**config.mk**
```make
export PLATFORM = sky130hd
export DESIGN_NAME = imem_loader
export DESIGN_NICKNAME = d
export VERILOG_FILES = /design/src/rtl/imem_loader.sv
export SDC_FILE = /design/constraint.sdc
export NUM_CORES = 1
export LEC_CHECK = 0
export CORE_MARGIN = 2
export CORE_UTILIZATION = 35
export DETAILED_ROUTE_END_ITERATION = 16
export GPL_ROUTABILITY_DRIVEN = 0
export SLEW_MARGIN = 40
export SYNTH_ARGS = -nofsm -noshare
export SYNTH_HDL_FRONTEND = slang
export SYNTH_SLANG_ARGS = --single-unit
```
**constraint.sdc**
```tcl
create_clock -name clk -period 6.8 [get_ports clk]
set_input_delay 1.36 -clock clk [delete_from_list [all_inputs] [get_ports clk]]
set_output_delay 1.36 -clock clk [all_outputs]
set_load 0.02 [all_outputs]
```
**src/rtl/imem_loader.sv**
```systemverilog
// Instruction memory loader: turns a length-prefixed big-endian byte stream into
// one instruction-memory write per 16-bit word while holding the CPU off.
//
// state   | meaning
// --------+-------------------------------------------------------------
// IDLE    | waiting for load_start; CPU runs
// LEN_HI  | accept upper byte of the word count
// LEN_LO  | accept lower byte of the word count, then range-check it
// WORD_HI | accept upper byte of the next instruction
// WORD_LO | accept lower byte of the next instruction
// WRITE   | one-cycle memory write strobe, advance pointer and counters
// DONE    | one-cycle completion pulse
// ERR     | one-cycle length-error pulse; rest of the stream is left unread
module imem_loader #(
    parameter int ADDR_W  = 8,
    parameter int INSTR_W = 16
) (
    input  logic               clk,
    input  logic               reset_n,
    input  logic               load_start,
    input  logic               byte_valid,
    input  logic [7:0]         byte_data,
    output logic               byte_ready,
    output logic               imem_wr_en,
    output logic [ADDR_W-1:0]  imem_addr,
    output logic [INSTR_W-1:0] imem_wr_data,
    output logic               cpu_hold,
    output logic               load_done,
    output logic               load_err,
    output logic [ADDR_W:0]    word_count
);

    typedef enum logic [2:0] {
        S_IDLE,
        S_LEN_HI,
        S_LEN_LO,
        S_WORD_HI,
        S_WORD_LO,
        S_WRITE,
        S_DONE,
        S_ERR
    } state_t;

    localparam logic [16:0] CAP = 17'd1 << ADDR_W;

    state_t            state_q, state_d;
    logic [ADDR_W-1:0] ptr_q, ptr_d;
    logic [ADDR_W:0]   remain_q, remain_d;
    logic [ADDR_W:0]   count_q, count_d;
    logic [15:0]       len_q, len_d;
    logic [7:0]        hi_q, hi_d;
    logic [7:0]        lo_q, lo_d;
    logic              byte_ready_q, byte_ready_d;
    logic              wr_en_q, wr_en_d;
    logic              hold_q, hold_d;
    logic              done_q, done_d;
    logic              err_q, err_d;

    logic              accept;
    logic [15:0]       len_full;

    always_comb begin
        state_d  = state_q;
        ptr_d    = ptr_q;
        remain_d = remain_q;
        count_d  = count_q;
        len_d    = len_q;
        hi_d     = hi_q;
        lo_d     = lo_q;
        // byte_ready_q mirrors "current state is a byte state"
        accept   = byte_valid && byte_ready_q;
        len_full = {len_q[15:8], byte_data};

        case (state_q)
            S_IDLE: begin
                if (load_start) begin
                    state_d  = S_LEN_HI;
                    ptr_d    = '0;
                    remain_d = '0;
                    count_d  = '0;
                end
            end
            S_LEN_HI: begin
                if (accept) begin
                    len_d[15:8] = byte_data;
                    state_d     = S_LEN_LO;
                end
            end
            S_LEN_LO: begin
                if (accept) begin
                    len_d[7:0] = byte_data;
                    if (len_full == 16'd0) begin
                        state_d = S_DONE;
                    end else if ({1'b0, len_full} > CAP) begin
                        state_d = S_ERR;
                    end else begin
                        state_d  = S_WORD_HI;
                        remain_d = len_full[ADDR_W:0];
                    end
                end
            end
            S_WORD_HI: begin
                if (accept) begin
                    hi_d    = byte_data;
                    state_d = S_WORD_LO;
                end
            end
            S_WORD_LO: begin
                if (accept) begin
                    lo_d    = byte_data;
                    state_d = S_WRITE;
                end
            end
            S_WRITE: begin
                // pointer wraps naturally on a full-capacity load
                ptr_d    = ptr_q + ADDR_W'(1);
                count_d  = count_q + (ADDR_W + 1)'(1);
                remain_d = remain_q - (ADDR_W + 1)'(1);
                state_d  = (remain_q == (ADDR_W + 1)'(1)) ? S_DONE : S_WORD_HI;
            end
            S_DONE:  state_d = S_IDLE;
            S_ERR:   state_d = S_IDLE;
            default: state_d = S_IDLE;
        endcase

        byte_ready_d = (state_d == S_LEN_HI) || (state_d == S_LEN_LO) ||
                       (state_d == S_WORD_HI) || (state_d == S_WORD_LO);
        wr_en_d      = (state_d == S_WRITE);
        hold_d       = (state_d != S_IDLE);
        done_d       = (state_d == S_DONE);
        err_d        = (state_d == S_ERR);
    end

    always_ff @(posedge clk or negedge reset_n) begin
        if (!reset_n) begin
            state_q      <= S_IDLE;
            ptr_q        <= '0;
            remain_q     <= '0;
            count_q      <= '0;
            len_q        <= '0;
            hi_q         <= '0;
            lo_q         <= '0;
            byte_ready_q <= 1'b0;
            wr_en_q      <= 1'b0;
            hold_q       <= 1'b0;
            done_q       <= 1'b0;
            err_q        <= 1'b0;
        end else begin
            state_q      <= state_d;
            ptr_q        <= ptr_d;
            remain_q     <= remain_d;
            count_q      <= count_d;
            len_q        <= len_d;
            hi_q         <= hi_d;
            lo_q         <= lo_d;
            byte_ready_q <= byte_ready_d;
            wr_en_q      <= wr_en_d;
            hold_q       <= hold_d;
            done_q       <= done_d;
            err_q        <= err_d;
        end
    end

    assign byte_ready   = byte_ready_q;
    assign imem_wr_en   = wr_en_q;
    assign imem_addr    = ptr_q;
    assign imem_wr_data = {hi_q, lo_q};
    assign cpu_hold     = hold_q;
    assign load_done    = done_q;
    assign load_err     = err_q;
    assign word_count   = count_q;

endmodule
```
==> results.yml <==
sta:
  setup_tns_ps: 0
  fin_crit_ps: 3408
  relSlewSlack_pct: 48.60
  grt_setup_unrepaired: "no"
  hold_viol: 0
  setup_viol: 0
  maxSlewViolCount: 0
  period_share_pct: 50.11
  holdWs_ps: 490.9
  fin_skew_ps: 6.538
  fmax_mhz: 293.5
  tightest_slew_ps: 763.9
route:
  drtPass1Iterations: 4
  vias_per_cell: 5.188
  drt_iter0_drc: 128
  drt-wirelength-per-cell_um: 15.35
  vias: 2158
  wirelength_um: 6385
  drt_drc_violations_left: 0
  ant_nets: 0
worst_setup_path:
  start_kind: "input port"
  r2r_start: "state_q[1]"
  worstPathRequired_ps: 7020
  worstSetupPathType: "in2reg"
  crit_fanout: 8
  r2r-end: "remain_q[0]"
  cp.arrival_ps: 3630
  worstSetupEndpointType: "register"
  reg2reg_depth: 5
  r2r_slack_ps: 4280
power:
  power.density_nw_per_um2: 433.2
  ir_worst_vdd_mv: 0.2041
  power_leakage_nw: 1.519
  design_power_total_mw: 1.544
cells_and_area:
  syn2layout_area_growth_pct: 29.62
  fin_nets: 327
  mostFrequentLayoutCells: "dfrtp_1, clkdlybuf4s50_1, mux2_2, o21ai_0, nor2_1"
  diodes: 0
  final_common_cell: "dfrtp_1"
  drive_gt1_share_pct: 15.92
yosys:
  netlist.area_leader.share_pct: 52.78
  ys_seq_elements: 58
  async_flop_share_pct: 100.0
  netlist_instances: 257
  syn_nets: 273
  synth.area.top_cells: "dfrtp_1, mux2_2, o21ai_0, nor2_1, nand2_1"
  ys_types: 45
  avgSynthCellArea_um2: 10.70
  syn_area_um2: 2750
  synthFlopType: "dfrtp_1"
  synth-seq-area-share_pct: 52.78
  synth_edf_count: 0
  yosysTopAreaCell: "dfrtp_1"
  yosysWarningCount: 0
die:
  ioPinCount: 50
  fp.dieH_um: 92.64
  initial_core_util_pct: 35.77
  die_w_um: 92.64
  die-area_um2: 8582
  core-area_um2: 7687
  core.rowCount: 32
clock_network:
  cts_buffers: 9
  cts_tree: "done"
  post_cts_resized: 0
  worstSkewPairLatency_ps: 340
  cts-root-buf: "clkbuf_8"
  clk_pin_slew_ps: 70
  post_cts_buffers: 0
  postCtsHoldBufs: 0
  clock-sinks: 58
  clock_path_buffers: 2
  htree_levels: 3
worst_hold_path:
  min_to: "word_count[8]"
  min_from: "word_count[8]"
  hold-path-cell-count: 1
  hp-class: "reg2reg"
placement:
  dp_hpwl_um: 4316
  port_buffers: 49
global_route:
  overflow: 0
  grt_pass1_wl_um: 10670
  antenna_found_initial: 0
  track_usage_pct: 15.95
  grt_pass1_vias: 2104
  grt_max_degree: 59
outcome:
  status: "complete, no violations"
flow_run:
  drv_cap: 0
-- final cells by class --
class                      count  area [µm²]
fill                         717        4123
sequential                    58        1451
multi-input combinational    183        1244
timing repair buffer          52       524.3
clock buffer                  11       151.4
tap                          102       127.6
clock inverter                 3       40.04
inverter                       7       26.28
-- registers in the layout, indices dropped and copies added (netlist names) --
name	flops
load_err	1
remain_q	9
cpu_hold	1
load_done	1
lo_q	8
len_q	8
imem_wr_en	1
imem_addr	8
state_q	3
word_count	9
byte_ready	1
hi_q	8
-- per-layer routing --
layer | share of wire [%] | vias to the layer above | GRT usage (%)
met5 | 0 | - | 0
met4 | 2.3 | 0 | 7.721
met3 | 3.8 | 9 | 3.336
met2 | 45 | 42 | 22.99
met1 | 49 | 1057 | 22.83
li1 | - | 1050 | -
-- metrics by stage --
| stage | cell area, µm² | setup slack [ps] | utilization [%] | std cells |
|---|---|---|---|---|
| floorplan | 2750 | 3810 | - | 257 |
| global placement | 3337 | 3155 | 43.41 | 400 |
| detailed placement | 3342 | 3063 | 43.47 | 400 |
| CTS | 3533 | 3423 | 45.96 | 414 |
| global route | 3565 | 3301 | 46.37 | 416 |
| finish | 3565 | 3392 | 46.37 | 416 |
-- kinds of logic (layout without fill, tap and decap cells) --
| kind of cell | after synthesis | in the layout | synth area share, % |
|---|---|---|---|
| AOI/OAI and AO/OA | 56 | 56 | 12.83 |
| muxes | 28 | 28 | 11.28 |
| buffers and inverters | 16 | 73 | 2.184 |
| adders and majority gates | 4 | 4 | 1.820 |
| and+or+nand+nor | 93 | 93 | 18.47 |
| xor gates and xnor gates | 2 | 2 | 0.6371 |
| DFF | 58 | 58 | 52.78 |
-- how the worst max path moves through the flow --
stage | endpoint | startpoint | depth (start not counted)
6_report | remain_q[0] | byte_data[2] | 6
5_1_grt | remain_q[0] | byte_data[2] | 6
4_1_cts | remain_q[0] | byte_data[2] | 6
3_5_place_dp | remain_q[0] | byte_data[2] | 6
3_3_place_gp | remain_q[0] | byte_data[2] | 6
2_1_floorplan | remain_q[0] | byte_data[3] | 5
-- cells in the mapped netlist (all sizes together) (2+ instances only) --
cell type,n
a21o,2
a21oi,10
a221o,2
a31oi,4
and3,4
buf,2
clkbuf,7
dfrtp,58
ha,4
inv,7
mux2,24
mux2i,4
nand2,20
nand2b,3
nand3,11
nand4,7
nor2,22
nor3,6
nor3b,2
nor4,4
o21ai,21
o22ai,5
o2bb2ai,5
or4,6
-- worst max-delay path, cell delays in order --
cell,delay (ps)
clkdlybuf4s50_1,520
or4_1,620
o21ai_0,210
nor4b_4,470
nor2_4,130
a221o_1,320
-- power breakdown --
group / internal [mW] / switching [mW] / leakage, nW
clock: 0.184 / 0.130 / 0.101
sequential: 0.468 / 0.117 / 0.752
combinational: 0.307 / 0.338 / 0.666
total: 0.959 / 0.585 / 1.52
Note: power is estimated with default switching activity, not from simulation.
